**src/rtl/uart_pkg.sv**
```systemverilog
// Shared definitions for the UART receiver: FSM encoding, status bit positions
// and the bit-period computation.
package uart_pkg;

    typedef enum logic [1:0] {
        StIdle,
        StStart,
        StData,
        StStop
    } rx_state_e;

    localparam int unsigned DAVAIL = 8;
    localparam int unsigned ERR    = 9;

    // Rounded clock cycles per bit.
    function automatic logic [15:0] calc_div(input int unsigned clk_hz, input int unsigned baud);
        int unsigned q;
        q = (clk_hz + baud / 2) / baud;
        return q[15:0];
    endfunction

endpackage

```
**src/rtl/uart_rx_fifo.sv**
```systemverilog
// Receive byte buffer; DEPTH of 1 degenerates to a single holding register.
// A push into a full buffer is dropped unless a pop happens in the same cycle.
module uart_rx_fifo #(
    parameter int unsigned DEPTH = 16
) (
    input  logic       clk,
    input  logic       rst,
    input  logic       push,
    input  logic       pop,
    input  logic [7:0] din,
    output logic [7:0] dout,
    output logic       empty,
    output logic       full
);

    localparam int unsigned AW = (DEPTH > 1) ? $clog2(DEPTH) : 1;
    localparam int unsigned CW = $clog2(DEPTH) + 1;
    localparam logic [AW-1:0] LAST = AW'(DEPTH - 1);

    logic [7:0]    mem [DEPTH];
    logic [AW-1:0] wr_ptr_q, rd_ptr_q;
    logic [CW-1:0] count_q;
    logic          do_push, do_pop;

    assign empty   = (count_q == '0);
    assign full    = (count_q == CW'(DEPTH));
    assign do_pop  = pop && !empty;
    assign do_push = push && (!full || do_pop);
    assign dout    = mem[rd_ptr_q];

    always_ff @(posedge clk) begin
        if (do_push) begin
            mem[wr_ptr_q] <= din;
        end
    end

    always_ff @(posedge clk or posedge rst) begin
        if (rst) begin
            wr_ptr_q <= '0;
            rd_ptr_q <= '0;
            count_q  <= '0;
        end else begin
            if (do_push) begin
                wr_ptr_q <= (wr_ptr_q == LAST) ? '0 : wr_ptr_q + 1'b1;
            end
            if (do_pop) begin
                rd_ptr_q <= (rd_ptr_q == LAST) ? '0 : rd_ptr_q + 1'b1;
            end
            if (do_push && !do_pop) begin
                count_q <= count_q + 1'b1;
            end else if (do_pop && !do_push) begin
                count_q <= count_q - 1'b1;
            end
        end
    end

endmodule

```
**src/rtl/uart_rx.sv**
```systemverilog
// 8N1 UART receiver with a bus-readable status/data word.
// Define UART_RX_FIFO_EN for a FIFO_DEPTH-entry buffer; otherwise one holding register.
module uart_rx
    import uart_pkg::*;
#(
    parameter int unsigned CLK_HZ     = 20000000,
    parameter int unsigned BAUD       = 115200,
    parameter int unsigned FIFO_DEPTH = 16
) (
    input  logic       clk,
    input  logic       rst,
    input  logic       rxd,
    input  logic       valid,
    input  logic       wr,
    output logic [9:0] dout
);

`ifdef UART_RX_FIFO_EN
    localparam int unsigned DEPTH = FIFO_DEPTH;
`else
    localparam int unsigned DEPTH = FIFO_DEPTH / FIFO_DEPTH;
`endif

    localparam logic [15:0] DIV  = calc_div(CLK_HZ, BAUD);
    localparam logic [15:0] HALF = DIV >> 1;

    logic       rxd_meta, rxd_sync;
    logic [1:0] sync_ok_q;
    logic       armed_q, armed_d;
    rx_state_e  state_q, state_d;
    logic [15:0] cnt_q, cnt_d;
    logic [2:0] bit_q, bit_d;
    logic [7:0] shreg_q, shreg_d;
    logic       push, frame_err;

    logic       valid_q, wr_q, err_q;
    logic       rd_fall, wr_fall, pop, overrun;
    logic [7:0] head;
    logic       empty, full;
    logic [9:0] dout_q, dout_next;

    // Synchronizer reset values are not a real line observation, so arming waits
    // until sync_ok shows both flops hold sampled data.
    always_ff @(posedge clk or posedge rst) begin
        if (rst) begin
            rxd_meta  <= 1'b1;
            rxd_sync  <= 1'b1;
            sync_ok_q <= 2'b00;
        end else begin
            rxd_meta  <= rxd;
            rxd_sync  <= rxd_meta;
            sync_ok_q <= {sync_ok_q[0], 1'b1};
        end
    end

    always_ff @(posedge clk or posedge rst) begin
        if (rst) begin
            state_q <= StIdle;
            armed_q <= 1'b0;
            cnt_q   <= '0;
            bit_q   <= '0;
            shreg_q <= '0;
        end else begin
            state_q <= state_d;
            armed_q <= armed_d;
            cnt_q   <= cnt_d;
            bit_q   <= bit_d;
            shreg_q <= shreg_d;
        end
    end

    always_comb begin
        state_d   = state_q;
        armed_d   = armed_q;
        cnt_d     = cnt_q;
        bit_d     = bit_q;
        shreg_d   = shreg_q;
        push      = 1'b0;
        frame_err = 1'b0;
        unique case (state_q)
            StIdle: begin
                cnt_d = '0;
                if (sync_ok_q[1] && rxd_sync) begin
                    armed_d = 1'b1;
                end else if (armed_q && !rxd_sync) begin
                    state_d = StStart;
                    armed_d = 1'b0;
                end
            end
            StStart: begin
                if (cnt_q == HALF - 16'd1) begin
                    cnt_d   = '0;
                    bit_d   = '0;
                    state_d = rxd_sync ? StIdle : StData;
                end else begin
                    cnt_d = cnt_q + 16'd1;
                end
            end
            StData: begin
                if (cnt_q == DIV - 16'd1) begin
                    cnt_d   = '0;
                    shreg_d = {rxd_sync, shreg_q[7:1]};
                    bit_d   = bit_q + 3'd1;
                    if (bit_q == 3'd7) begin
                        state_d = StStop;
                    end
                end else begin
                    cnt_d = cnt_q + 16'd1;
                end
            end
            StStop: begin
                if (cnt_q == DIV - 16'd1) begin
                    cnt_d     = '0;
                    state_d   = StIdle;
                    push      = rxd_sync;
                    frame_err = !rxd_sync;
                end else begin
                    cnt_d = cnt_q + 16'd1;
                end
            end
            default: state_d = StIdle;
        endcase
    end

    uart_rx_fifo #(
        .DEPTH (DEPTH)
    ) u_fifo (
        .clk   (clk),
        .rst   (rst),
        .push  (push),
        .pop   (pop),
        .din   (shreg_q),
        .dout  (head),
        .empty (empty),
        .full  (full)
    );

    // Bus side acts on the falling edge of valid so each transaction counts once.
    assign rd_fall = valid_q && !valid && !wr_q;
    assign wr_fall = valid_q && !valid && wr_q;
    assign pop     = rd_fall && !empty;
    assign overrun = push && full && !pop;

    always_comb begin
        dout_next         = '0;
        dout_next[7:0]    = empty ? 8'h00 : head;
        dout_next[DAVAIL] = !empty;
        dout_next[ERR]    = err_q;
    end

    always_ff @(posedge clk or posedge rst) begin
        if (rst) begin
            valid_q <= 1'b0;
            wr_q    <= 1'b0;
            err_q   <= 1'b0;
            dout_q  <= '0;
        end else begin
            valid_q <= valid;
            if (valid) begin
                wr_q <= wr;
            end
            if (frame_err || overrun) begin
                err_q <= 1'b1;
            end else if (wr_fall) begin
                err_q <= 1'b0;
            end
            if (!valid) begin
                dout_q <= dout_next;
            end
        end
    end

    assign dout = dout_q;

endmodule
```
**config.mk**
```make
export PLATFORM = sky130hd
export DESIGN_NAME = uart_rx
export DESIGN_NICKNAME = d
export VERILOG_FILES = /design/src/rtl/uart_pkg.sv /design/src/rtl/uart_rx_fifo.sv /design/src/rtl/uart_rx.sv
export SDC_FILE = /design/constraint.sdc
export NUM_CORES = 1
export LEC_CHECK = 0
export CORE_MARGIN = 5
export CORE_UTILIZATION = 50
export CTS_CLUSTER_SIZE = 28
export DETAILED_ROUTE_END_ITERATION = 16
export DONT_BUFFER_PORTS = 1
export PLACE_DENSITY = 0.74
export REMOVE_ABC_BUFFERS = 1
export SLEW_MARGIN = 40
export SYNTH_ARGS = -nofsm -noshare
export SYNTH_HDL_FRONTEND = slang
export SYNTH_HIERARCHICAL = 1
export SYNTH_SLANG_ARGS = --single-unit
```
**constraint.sdc**
```tcl
create_clock -name clk -period 2.71 [get_ports clk]
set_input_delay 0.6775 -clock clk [delete_from_list [all_inputs] [get_ports clk]]
set_output_delay 0.6775 -clock clk [all_outputs]
set_load 0.02 [all_outputs]
```
==> results of run 1 <==
==> worst max path at each step <==
stage                       end  slack [ps]  cells past startpoint
5_1_grt        u_fifo/mem[0][5]         590                      6
2_1_floorplan        shreg_q[0]         890                      6
6_report             shreg_q[5]         760                      6
3_5_place_dp         shreg_q[5]         780                      4
3_3_place_gp         shreg_q[1]         800                      4
4_1_cts              shreg_q[5]         760                      4
==> power groups by stage <==
stage	Sequential (mW)	Clock [mW]	Combinational (mW)
3_5_place_dp	0.898	0	0.0665
2_1_floorplan	0.894	0	0.0476
6_report	0.880	0.459	0.0641
3_3_place_gp	0.897	0	0.0655
4_1_cts	0.881	0.477	0.0665
5_1_grt	0.884	0.520	0.0765
==> through the flow <==
stage,worst slack [ps],area (um^2)
4_1_cts,758,2580
3_5_place_dp,780,2490
6_report,760,2580
2_1_floorplan,892,2390
3_3_place_gp,800,2490
5_1_grt,588,2580
==> worst reg2reg max path: cells and delay by family (launching register included) <==
family	cells	cell delay [ps]
simple gates	3	860
flops	1	430
mux	1	330
fa+ha+maj	1	150
buf+inv	1	70
==> layout by cell type (no fill, tap or decap), types with 5 or more instances in the layout <==
cell,count
nand4_1,7
xor2_1,6
dfrtp_1,46
clkbuf_8,5
a22o_1,7
xnor2_1,5
nor2_1,18
nand2_1,9
inv_1,9
mux2_4,7
nand3_1,5
o21ai_0,7
edfxtp_1,8
ha_1,5
==> layer usage <==
layer  up-vias  track usage (%)  share of wire, %
met2        19             20.4                47
met5         -                0                 0
met4         0             5.15               1.0
met3         2             3.72               4.0
li1        688                -                 -
met1       665             18.0                48
==> final cells by class <==
type | count | share of cell area [%]
clock inverter | 3 | 0.970
inverter | 10 | 1.45
timing repair buffer | 2 | 0.582
sequential | 56 | 56.0
clock buffer | 5 | 2.67
tap | 67 | 3.25
multi-input combinational | 122 | 35.1
==> flip-flops by register name, indices dropped and copies added, names as in the netlist, named ones only <==
register / cells
rxd_sync: 1
cnt_q: 16
shreg_q: 8
wr_q: 1
dout: 10
armed_q: 1
u_fifo/mem: 8
bit_q: 3
rxd_meta: 1
u_fifo/full: 1
valid_q: 1
err_q: 1
state_q: 1
sync_ok_q: 2
==> cell families (layout without fill, tap and decap cells) <==
group           Yosys count  in the layout  share of synthesized area, %
other cells               1              1                         0.154
buf+inv                  18             20                          3.30
simple gates             68             68                          16.7
mux                      14             14                          7.36
fa+ha+maj                 5              5                          2.57
xor+xnor                 11             11                          3.96
compound gates           23             23                          6.54
flops                    56             56                          59.4
==> impl_metrics.py, run 1 <==
metrics = {
    "outcome": {
        "status": "completed",
    },
    "cells_and_area": {
        "syn_to_final_growth_pct": 6.18,
        "fillCellCount": 407,
        "layoutNonFillerInstCount": 265,
        "utilization_pct": 54.6,
        "num_antenna_cells": 0,
        "layout.nets": 207,
        "multiInputGateArea_um2": 906,
        "seqCellArea_um2": 1440,
        "drive_gt1_share_pct": 13.6,
    },
    "timing": {
        "setup_viol": 0,
        "hold_ws_ps": 84.4,
        "tns_ps": 0,
        "slew_viol_final": 0,
        "rsz0062_at_grt": "false",
        "post-route-period-util_pct": 72.0,
        "min_period_ps": 1950,
        "skew_ps": 3.95,
        "fmax_mhz": 513,
        "hold_viol_final": 0,
    },
    "hold_path": {
        "hold_class": "in -> async",
    },
    "placement": {
        "numPortBuffers": 0,
        "dp_cells": 257,
        "place_congestion": 0.759,
        "hpwl_um": 2520,
    },
    "cts": {
        "cts_tree": "done",
        "cts_buffer_depth": 2,
        "cts_hold_buffers": 0,
        "postCtsResizedCells": 0,
        "clk_latency_ps": 300,
        "clock_sinks": 56,
        "path_clk_slew_ps": 100,
        "postCtsSetupRepairBufs": 0,
        "cts_buffers": 5,
        "ctsRootBufferMaster": "clkbuf_8",
        "h-tree-depth": 2,
    },
    "drt": {
        "drcViolationCount": 0,
        "drtIter0Drc": 44,
        "vias": 1374,
        "ant_nets": 0,
        "viasPerCell": 5.18,
        "routed_wl_um": 3520,
        "wl_per_cell_um": 13.3,
        "drt_pre_antenna_iters": 5,
    },
    "floorplan": {
        "initial_core_util_pct": 51.4,
        "num_rows": 25,
        "dieWidth_um": 79.7,
        "fp.coreArea_um2": 4720,
        "ios": 15,
        "die-area_um2": 6350,
        "die_h_um": 79.7,
    },
    "pwr": {
        "powerDensity_nw_per_um2": 544,
        "total_power_mw": 1.40,
        "comb_power_share_pct": 4.6,
        "p_leak_nw": 1.15,
        "p_sw_share_pct": 23.4,
        "max-vdd-ir-drop_uv": 254,
        "switching_power_mw": 0.328,
        "p_int_mw": 1.08,
        "clkPwrFrac_pct": 32.7,
        "p_seq_share_pct": 62.7,
    },
    "synthesis": {
        "syn-mean-instance-area_um2": 12.4,
        "ys_ff_latch": 56,
        "yosys_most_used_dff": "dfrtp_1",
        "netlist_area_um2": 2430,
        "synth-edff-count": 8,
        "yosysUniqueCellTypes": 40,
        "yosysTopAreaCellShare_pct": 47.4,
        "yosysMostFrequentCell": "dfrtp_1",
        "synthArstFlopShare_pct": 85.7,
        "synthCells": 196,
        "yosys-top-cells-area": "dfrtp_1 (47%), edfxtp_1 (9.9%), mux2_4 (4.3%), nor2_1 (2.8%), ha_1 (2.6%)",
        "synthTopCellsByCount": "dfrtp_1 (46), nor2_1 (18), inv_1 (10), nand2_1 (9), edfxtp_1 (8)",
        "yosysWarnings": 6,
        "yosysTopAreaCell": "dfrtp_1",
        "ys_seq_area_share_pct": 59.4,
    },
    "worst_setup_path": {
        "required_ps": 2910,
        "path_cells": "inv_1 > ha_1 > nor3b_1 > nand4_1 > or3b_4 > mux2_4",
        "crit_start": "cnt_q[1]",
        "cpPeakStageDelay_ps": 520,
        "critPathBufInv": 1,
        "critical-path-top-delay-family": "simple AND/OR/NAND/NOR gates",
        "cp_max_fo": 11,
        "cpMaxStageDelayCell": "or3b_4",
        "rr_worst_depth": 6,
        "worstPathArrival_ps": 2150,
        "crit_path_end_kind": "register",
        "worstSetupPathType": "reg -> reg",
        "ff2ff_setup_slack_ps": 760,
        "startpoint_type": "register",
        "crit-reg2reg-launch": "cnt_q[1]",
        "worstReg2RegEnd": "shreg_q[5]",
    },
    "global_routing": {
        "grt_usage_pct": 13.3,
        "first_global_vias": 1410,
        "grt-ovfl-total": 0,
        "grt_max_degree": 37,
        "grt_pass1_wl_um": 6600,
        "antenna_found_initial": 0,
    },
    "flow_run": {
        "drv_cap": 0,
    },
}
(Power assumes the default switching activity.)
==> run 2: changes to the inputs <==
Settings changed: PLACE_DENSITY 0.74 to 0.77.
Clock period 2.71 ns to 1.57 ns, I/O delays scaled along.
==> run 2 against run 1 <==
  * Worst hold slack lost 18 ps
  * Combinational power grew to 3.2 times the previous value
  * First-iteration DRC count grew to 3.1 times the previous value
  * Via count is 15% higher
  * The flow now finishes with violations (setup timing)
  * Critical path depth is the same
  * Non-clock buffer count is 35 higher
  * Largest power group unchanged
  * Total power increased by 81%
  * Critical endpoint is now shreg_q[7]
  * Clock power increased by 77%
==> impl_metrics.py, run 2 (synthesis gave the netlist of run 1 again) <==
metrics = {
    "outcome": {
        "status": "finished with violations",
        "violations": "setup timing",
    },
    "pwr": {
        "p_leak_nw": 1.34,
        "total_power_mw": 2.54,
        "powerDensity_nw_per_um2": 849,
        "max-vdd-ir-drop_uv": 426,
    },
    "cts": {
        "cts_tree": "done",
        "cts_buffer_depth": 2,
        "clock_sinks": 56,
        "h-tree-depth": 2,
        "ctsRootBufferMaster": "clkbuf_8",
        "clk_latency_ps": 310,
        "cts_buffers": 5,
        "path_clk_slew_ps": 100,
    },
    "timing": {
        "slew_viol_final": 0,
        "hold_ws_ps": 66.9,
        "rsz0062_at_grt": "true",
        "skew_ps": 6.26,
        "tns_ps": -10060,
        "fin_ws_ps": -365,
        "post-route-period-util_pct": 123,
        "min_period_ps": 1930,
        "fmax_mhz": 517,
        "setup_viol": 38,
        "hold_viol_final": 0,
    },
    "drt": {
        "drcViolationCount": 0,
        "vias": 1584,
        "wl_per_cell_um": 14.9,
        "routed_wl_um": 4490,
        "drt_pre_antenna_iters": 4,
        "drtIter0Drc": 137,
        "ant_nets": 0,
        "viasPerCell": 5.26,
    },
    "cells_and_area": {
        "layout.cells.most_common_list": "dfrtp_1 (46), buf_4 (30), nand2_1 (9), inv_1 (9), nor2_2 (9)",
        "multiInputGateArea_um2": 1020,
        "top_register": "cnt_q",
        "layout.nets": 243,
        "seqCellArea_um2": 1440,
        "drive_gt1_share_pct": 35.9,
        "largest_reg_flops": 16,
        "layoutNonFillerInstCount": 301,
        "utilization_pct": 63.3,
        "syn_to_final_growth_pct": 23.1,
        "fillCellCount": 343,
        "final_common_cell": "dfrtp_1",
        "fin_area_um2": 2990,
        "num_antenna_cells": 0,
    },
    "worst_setup_path": {
        "crit_path_end_kind": "register",
        "ff2ff_setup_slack_ps": -360,
        "worstSetupPathType": "reg -> reg",
        "worstPathArrival_ps": 2130,
        "required_ps": 1770,
        "startpoint_type": "register",
        "cp_max_fo": 5,
    },
    "placement": {
        "place_congestion": 0.846,
        "placed_area_um2": 2750,
        "numPortBuffers": 0,
        "place_ws_ps": -333,
        "dp_cells": 289,
        "hpwl_um": 2920,
    },
    "floorplan": {
        "dieWidth_um": 79.7,
        "die-area_um2": 6350,
        "ios": 15,
        "num_rows": 25,
        "initial_core_util_pct": 51.4,
        "die_h_um": 79.7,
        "fp.coreArea_um2": 4720,
    },
    "hold_path": {
        "hold_class": "in -> reg",
    },
    "global_routing": {
        "first_global_vias": 1660,
        "grt_pass1_wl_um": 7700,
        "grt_max_degree": 37,
        "grt_usage_pct": 15.7,
        "grt-ovfl-total": 0,
        "antenna_found_initial": 0,
    },
    "flow_run": {
        "drv_cap": 0,
    },
}
==> run 2: cell type report <==
type / instances / area share, %
repair buffers: 37 / 10.4
well taps: 67 / 2.80
inverters: 10 / 1.26
clock inverters: 3 / 0.921
flip-flops and latches: 56 / 48.3
clock buffers: 5 / 2.30
multi-input cells: 123 / 34.0
==> run 2: path summary, 6_finish.rpt <==
path                               from      endpoint  cells after the start
max                            cnt_q[1]    shreg_q[7]                      6
min                                 rxd      rxd_meta                      0
max reg2reg                    cnt_q[1]    shreg_q[7]                      6
min reg2reg                sync_ok_q[0]  sync_ok_q[1]                      0
max in group asynchronous           rst      rxd_sync                      3
min in group asynchronous           rst   u_fifo/full                      2
==> run 2: worst max-delay path: stages, from the launching register on <==
cell and delay (ps):
dfrtp_1 390, inv_1 70, ha_2 170, nor3b_4 180, nand4_1 190, or3b_4 510
mux2_4 320
==> run 2: layer usage <==
layer / vias to the layer above / global-route usage [%] / part of all wire, %
met5: - / 0 / 0
met4: 0 / 5.84 / 1.4
met3: 8 / 3.84 / 4.0
met2: 38 / 26.4 / 52
met1: 775 / 19.4 / 43
li1: 763 / - / -
==> run 2: timing repair <==
action	CTS	global route
buffers inserted	2	0
endpoints found under the setup margin	37	39
hold endpoints to repair	12	0
hold buffers	1	0
gates cloned	1	1
pin swaps	15	5
resized for setup	22	12
==> run 2: where the power goes <==
group | switching [mW] | internal (mW) | leakage (nW) | total, mW
clock network | 0.486 | 0.328 | 0.0463 | 0.814
registers | 0.0239 | 1.49 | 0.745 | 1.52
logic | 0.117 | 0.0904 | 0.550 | 0.207
